### src/rtl/parity_scan_arbiter.sv
// Round-robin arbiter for two requesters. It serialises the granted word LSB-first
// and reports whether that word held an even number of ones, tagged with the requester.
module parity_scan_arbiter #(
  parameter int WIDTH = 8
) (
  input  logic             gclk,
  input  logic             reset,
  input  logic             req0,
  input  logic [WIDTH-1:0] data0,
  input  logic             req1,
  input  logic [WIDTH-1:0] data1,
  output logic             grant0,
  output logic             grant1,
  output logic             busy,
  output logic             serial_valid,
  output logic             serial_bit,
  output logic             done,
  output logic             done_id,
  output logic             is_even
);

  localparam int CW = $clog2(WIDTH + 1);
  localparam logic [CW-1:0] CNT_LAST = CW'(WIDTH);

  typedef enum logic [1:0] {
    IDLE   = 2'd0,
    SCAN   = 2'd1,
    REPORT = 2'd2
  } state_t;

  state_t           state_q, state_d;
  logic [WIDTH-1:0] shift_q, shift_d;
  logic [CW-1:0]    cnt_q, cnt_d;
  logic             parity_q, parity_d;
  logic             last_q, last_d;
  logic             grant0_q, grant0_d;
  logic             grant1_q, grant1_d;
  logic             done_id_q, done_id_d;
  logic             is_even_q, is_even_d;

  logic             arb_vld;
  logic             arb_sel;

  // On a tie the requester that did not win last time is chosen.
  always_comb begin
    arb_vld = req0 | req1;
    arb_sel = (req0 & req1) ? ~last_q : req1;
  end

  always_comb begin
    state_d   = state_q;
    shift_d   = shift_q;
    cnt_d     = cnt_q;
    parity_d  = parity_q;
    last_d    = last_q;
    grant0_d  = 1'b0;
    grant1_d  = 1'b0;
    done_id_d = done_id_q;
    is_even_d = is_even_q;
    case (state_q)
      IDLE, REPORT: begin
        if (arb_vld) begin
          shift_d  = arb_sel ? data1 : data0;
          cnt_d    = '0;
          parity_d = 1'b0;
          last_d   = arb_sel;
          grant0_d = ~arb_sel;
          grant1_d = arb_sel;
          state_d  = SCAN;
        end else begin
          state_d  = IDLE;
        end
      end
      SCAN: begin
        parity_d = parity_q ^ shift_q[0];
        shift_d  = shift_q >> 1;
        cnt_d    = cnt_q + CW'(1);
        // last_q still identifies the requester whose word is in flight
        if (cnt_d == CNT_LAST) begin
          state_d   = REPORT;
          is_even_d = ~parity_d;
          done_id_d = last_q;
        end
      end
      default: begin
        state_d   = IDLE;
        shift_d   = '0;
        cnt_d     = '0;
        parity_d  = 1'b0;
        last_d    = 1'b1;
        done_id_d = 1'b0;
        is_even_d = 1'b1;
      end
    endcase
  end

  always_ff @(posedge gclk or posedge reset) begin
    if (reset) begin
      state_q   <= IDLE;
      shift_q   <= '0;
      cnt_q     <= '0;
      parity_q  <= 1'b0;
      last_q    <= 1'b1;
      grant0_q  <= 1'b0;
      grant1_q  <= 1'b0;
      done_id_q <= 1'b0;
      is_even_q <= 1'b1;
    end else begin
      state_q   <= state_d;
      shift_q   <= shift_d;
      cnt_q     <= cnt_d;
      parity_q  <= parity_d;
      last_q    <= last_d;
      grant0_q  <= grant0_d;
      grant1_q  <= grant1_d;
      done_id_q <= done_id_d;
      is_even_q <= is_even_d;
    end
  end

  // Status outputs are decoded purely from registered state.
  always_comb begin
    busy         = 1'b0;
    serial_valid = 1'b0;
    serial_bit   = 1'b0;
    done         = 1'b0;
    case (state_q)
      SCAN: begin
        busy         = 1'b1;
        serial_valid = 1'b1;
        serial_bit   = shift_q[0];
      end
      REPORT:  done = 1'b1;
      default: ;
    endcase
  end

  assign grant0  = grant0_q;
  assign grant1  = grant1_q;
  assign done_id = done_id_q;
  assign is_even = is_even_q;

endmodule

### config.mk
export PLATFORM = sky130hd
export DESIGN_NAME = parity_scan_arbiter
export DESIGN_NICKNAME = d
export VERILOG_FILES = /design/src/rtl/parity_scan_arbiter.sv
export SDC_FILE = /design/constraint.sdc
export NUM_CORES = 1
export LEC_CHECK = 0
export ABC_AREA = 0
export CORE_ASPECT_RATIO = 0.9
export CORE_UTILIZATION = 46
export DETAILED_ROUTE_END_ITERATION = 8
export PLACE_DENSITY = 0.84
export SKIP_CTS_REPAIR_TIMING = 1
export SLEW_MARGIN = 10
export SYNTH_ARGS = -nofsm -noshare
export SYNTH_HDL_FRONTEND = slang
export SYNTH_SLANG_ARGS = --single-unit
### constraint.sdc
create_clock -name gclk -period 1.6 [get_ports gclk]
set_input_delay 0.4 -clock gclk [delete_from_list [all_inputs] [get_ports gclk]]
set_output_delay 0.4 -clock gclk [all_outputs]
set_load 0.02 [all_outputs]
Yosys cells after proc, flatten, opt, wreduce, memory -nomap -nowiden
Cells that the tools add are included.

Bits in registers: 20. Output and inout bits: 8. Word-level logic and storage cells: 51.

$add $sub $neg: 1. Equal/unequal tests: 5. Multiplexer cells: 24. Bitwise logic cells: 8. Reductions and logical operators: 4.

Operators by type and width (number): 8-bit two-way mux (2); 8-bit one-hot mux with 2 select lines (1); 1-bit two-way mux (13); 1-bit one-hot mux with 2 select lines (4); 4-bit one-hot mux with 2 select lines (1); 1-bit NOT (5); 4-bit by 1-bit adder with 4-bit output, second input constant (1); 4-bit == test, second input constant (1); 4-bit two-way mux (1); 2-bit inequality test, second input constant (2); 2-bit one-hot mux with 2 select lines (1); 2-bit AND reduction (2); 2-bit by 1-bit == test with 1-bit output, second input constant (1); 2-bit == test, second input constant (1); 2-bit logical NOT (1); 2-bit two-way mux (1); 2-bit OR reduction (1); 1-bit bitwise AND (1); 1-bit bitwise OR (1); 1-bit XOR (1).

Depth between registers and ports, before layout
Gate-level depths: netlist of the first run.

Word-level depth: 5. Mapped depth: 5. Depth with buffers taken out: 4.

Worst setup path after synthesis of the first run
OpenSTA, ideal clock, no wires.

Path type: flip-flop to output port. Start point: register state_q[1]. End point: output serial_valid. Arrival time: 985 ps. Data required time: 1200 ps. Slack: 215 ps. Cell stages (with the launch flop): 5. Buffers on the path: 2. Path through: dfrtp_1 > nand2b_1 > inv_2 > buf_4 > buf_4.

Cells in the longest elaborated chain, start to end: 2.

RTL lines: start: declaration (line 31) `state_t state_q, state_d;`; start signal: assignment (line 109) `state_q <= state_d;`; 2-bit by 1-bit == test with 1-bit output; 1-bit two-way mux; end: declaration (line 15) `output logic serial_valid,`.

No other way between the ends.

Worst setup path after layout of the first run
Start point: register state_q[1]. End point: output serial_bit.

Cells in the longest elaborated chain, start to end: 2.

RTL lines: 2-bit by 1-bit == test with 1-bit output (line 127) `case (state_q)`; 1-bit two-way mux (line 127); end: declaration (line 16) `output logic serial_bit,`.

No other way between the ends.

==> results of run 1 <==
## cells in the final DEF, fill, tap and decap left out, types with 3 or more instances in the layout
cell type	instances
clkbuf_4	3
nand2_1	6
a21oi_1	5
o21ai_1	7
inv_1	6
dlymetal6s2s_1	4
o21ai_0	7
mux2i_1	7
dfrtp_1	18
a22oi_1	6
clkdlybuf4s50_1	19
buf_4	12
## synth_stat cells (2+ instances only)
cell / n / area share (%)
buf_4: 3 / 2.2
nand3_1: 2 / 0.99
inv_1: 6 / 2.2
mux2i_1: 7 / 6.9
o21ai_1: 7 / 3.5
nor2b_1: 2 / 1.2
o21ai_0: 7 / 3.5
a21oi_1: 5 / 2.5
dfstp_2: 2 / 5.2
a22oi_1: 6 / 4.5
nand2b_1: 2 / 1.2
dfrtp_1: 18 / 45
nand2_1: 6 / 2.2
## sequential cells by signal (all words and copies together), names as in the netlist
register and flops:
grant0 1, shift_q 8, cnt_q 4, grant1 1
state_q 2, done_id 1, last_q 1, is_even 1
parity_q 1
## worst max-delay path: cells and delay by family, from the launching register on
kind	cells	cell delay [ns]
DFF	1	0.39
and+or+nand+nor	2	0.30
buffers and inverters	1	0.15
## stage by stage
step	TNS (ns)	instance area, sq um	utilization (%)	cells
floorplan	0	1010	-	96
global placement	-0.933	1360	68.4	153
detailed placement	-1.47	1360	68.4	153
CTS	-1.96	1390	69.7	157
global route	-0.00715	1390	69.6	157
finish	0	1390	69.6	157
## worst paths after layout
kind / to
max: serial_bit
min: shift_q[6]
max reg2reg: is_even
min reg2reg: parity_q
max in group asynchronous: is_even
min in group gclk: parity_q
## kinds of logic after synthesis
| kind of cell | count (synthesis) |
|---|---|
| AO/OA/AOI/OAI | 34 |
| AND/OR/NAND/NOR | 21 |
| flip-flops | 20 |
| buffers and inverters | 12 |
| multiplexers | 7 |
| XOR/XNOR | 1 |
| adder cells (fa/ha/maj) | 1 |
## cell type report
class	count	area (sq um)	share of cell area, %
Inverter	7	26.3	1.90
Clock buffer	4	26.3	1.90
Tap cell	25	31.3	2.26
Multi-Input combinational cell	64	443	32.0
Timing Repair Buffer	37	355	25.7
Sequential cell	20	503	36.3
## power groups by stage
stage | logic (mW) | registers, mW | clock network (mW)
floorplan | 0.647 | 0.882 | 0
finish | 1.04 | 0.857 | 0.250
CTS | 1.06 | 0.859 | 0.257
global route | 1.15 | 0.879 | 0.278
detailed placement | 1.06 | 0.869 | 0
global placement | 1.02 | 0.857 | 0
## per-layer routing
layer | GRT usage (%) | part of all wire [%]
met5 | 0 | 0
met4 | 4.86 | 0.37
met3 | 6.93 | 5.3
met2 | 36.4 | 50
met1 | 23.5 | 44
==> metrics.txt, run 1 <==
status completed; combinational share of power 48.5%; Setup Viol. Count Final 0; number of antenna violations at the first check in global routing 0; Root Buffer clkbuf_4; Rows 15; fraction of layout cells with a size suffix above 1 between 10% and 20%; Compound-Gate Fraction of Synth Area 22.0%; Max Slew Vio Count 0; Hold Slack 0.421 ns; net switching power 812 uW; R2R cell count 5; post-synthesis adder-cell area fraction 1.24%; Rel. slew slack between 80% and 90%; Setup Crit Path Kind register to primary output; Die W approximately 51 microns; static leakage 0.675 nW; Yosys warnings 0; EDFF count, synth 0; post-synth cell types 36; pwr dens between 1500 and 2000 nW/um^2; total wire length 2.16 mm; final net count 154; period utilization 95.8%; Max Cap Viol 0; CTS Buf Count 3; CTS tree yes; Fillers 169; Peak Freq 652 MHz; clock sink total 20; largest family of logic cells by synthesized area compound AO/OA/AOI/OAI gates; Slew @ Worst Pin between 0.2 and 0.3 ns; Synth Area in XOR/XNOR 0.866%; synthesized cell area just over 1000 sq um; global-route wire length before repair 3.45 mm; WL/cell roughly 14 microns; simple-gate share of the synthesized area 12.7%; post-layout power 2.15 mW; crit path DAT 1.13 ns; Total Die Area roughly 2400 sq um; Ant. Diodes 0; Switching Share 37.9%; Sequential Power Share 39.9%; Max clock buf depth 2; CP Capture Type primary output; Vias per Instance 5.34; Die Ht between 40 and 50 microns; Clock Latency Late Sink 0.30 ns; number of antenna-violating nets in the routed design 0; Crit path required time 1.20 ns; port bufs 27; via count 839; #FFs+latches synth 20; Avg Cell Area, Syn 10.5 sq um; Power Internal 1.33 mW; Reg2Reg Launch Point state_q[1]; CTS H-tree lvls 1; Critical Path Fanout Max 3; Iteration-0 DRC Markers 13; slowest stage delay, CP 0.39 ns; FFs w/ async S/R, synth between 90% and 100%; worst vdd ir around 0.96 mV; top_reg_cell synth dfrtp_1; DRC viols 0; core area 1990 sq um; DP Wirelength 1.66 mm; io pins 28; Overflow after GRT 0; setup ws final ~0.067 ns; reg-to-reg slack, setup 0.24 ns; RSZ-0062 raised after global routing yes; Synth Instances 96; cell breakdown of the critical path nand2b_1 > nor2_1 > buf_4; Clk pwr share 11.6%; sequential fraction of the synthesis area 49.8%; pre-CTS setup slack -0.168 ns; Post-Syn Nets 117; mux share of post-synthesis cell area 6.93%; Worst Setup Start Kind register; Hold WC Path Type input pin to asynchronous set/reset pin; initial core utilization about half; Final GP Congestion 0.743; clock period minus worst slack 1.53 ns; Final Hold Fails 0; slowest stage cell, crit path dfrtp_1; All-Layer GR Usage about a fifth; vias in the first global route 796; area grow syn2layout 37.0%; Clock transition at path regs 0.11 ns; largest net degree at the start of global routing 21; DR pass1 iterations 4; worst setup path start state_q[1]; Final Skew 0.00511 ns
No activity file was read; power rests on OpenSTA's default activity.
==> run 2, diff against run 1 <==
--- a/config.mk
+++ b/config.mk
@@ -6,6 +6,7 @@
 export NUM_CORES = 1
 export LEC_CHECK = 0
 export ABC_AREA = 0
+export ABC_CLOCK_PERIOD_IN_PS = 1600
 export CORE_ASPECT_RATIO = 0.9
 export CORE_UTILIZATION = 46
 export DETAILED_ROUTE_END_ITERATION = 8
==> results of run 2 <==
Final layout, timing and power as in run 1 (identical DEF).
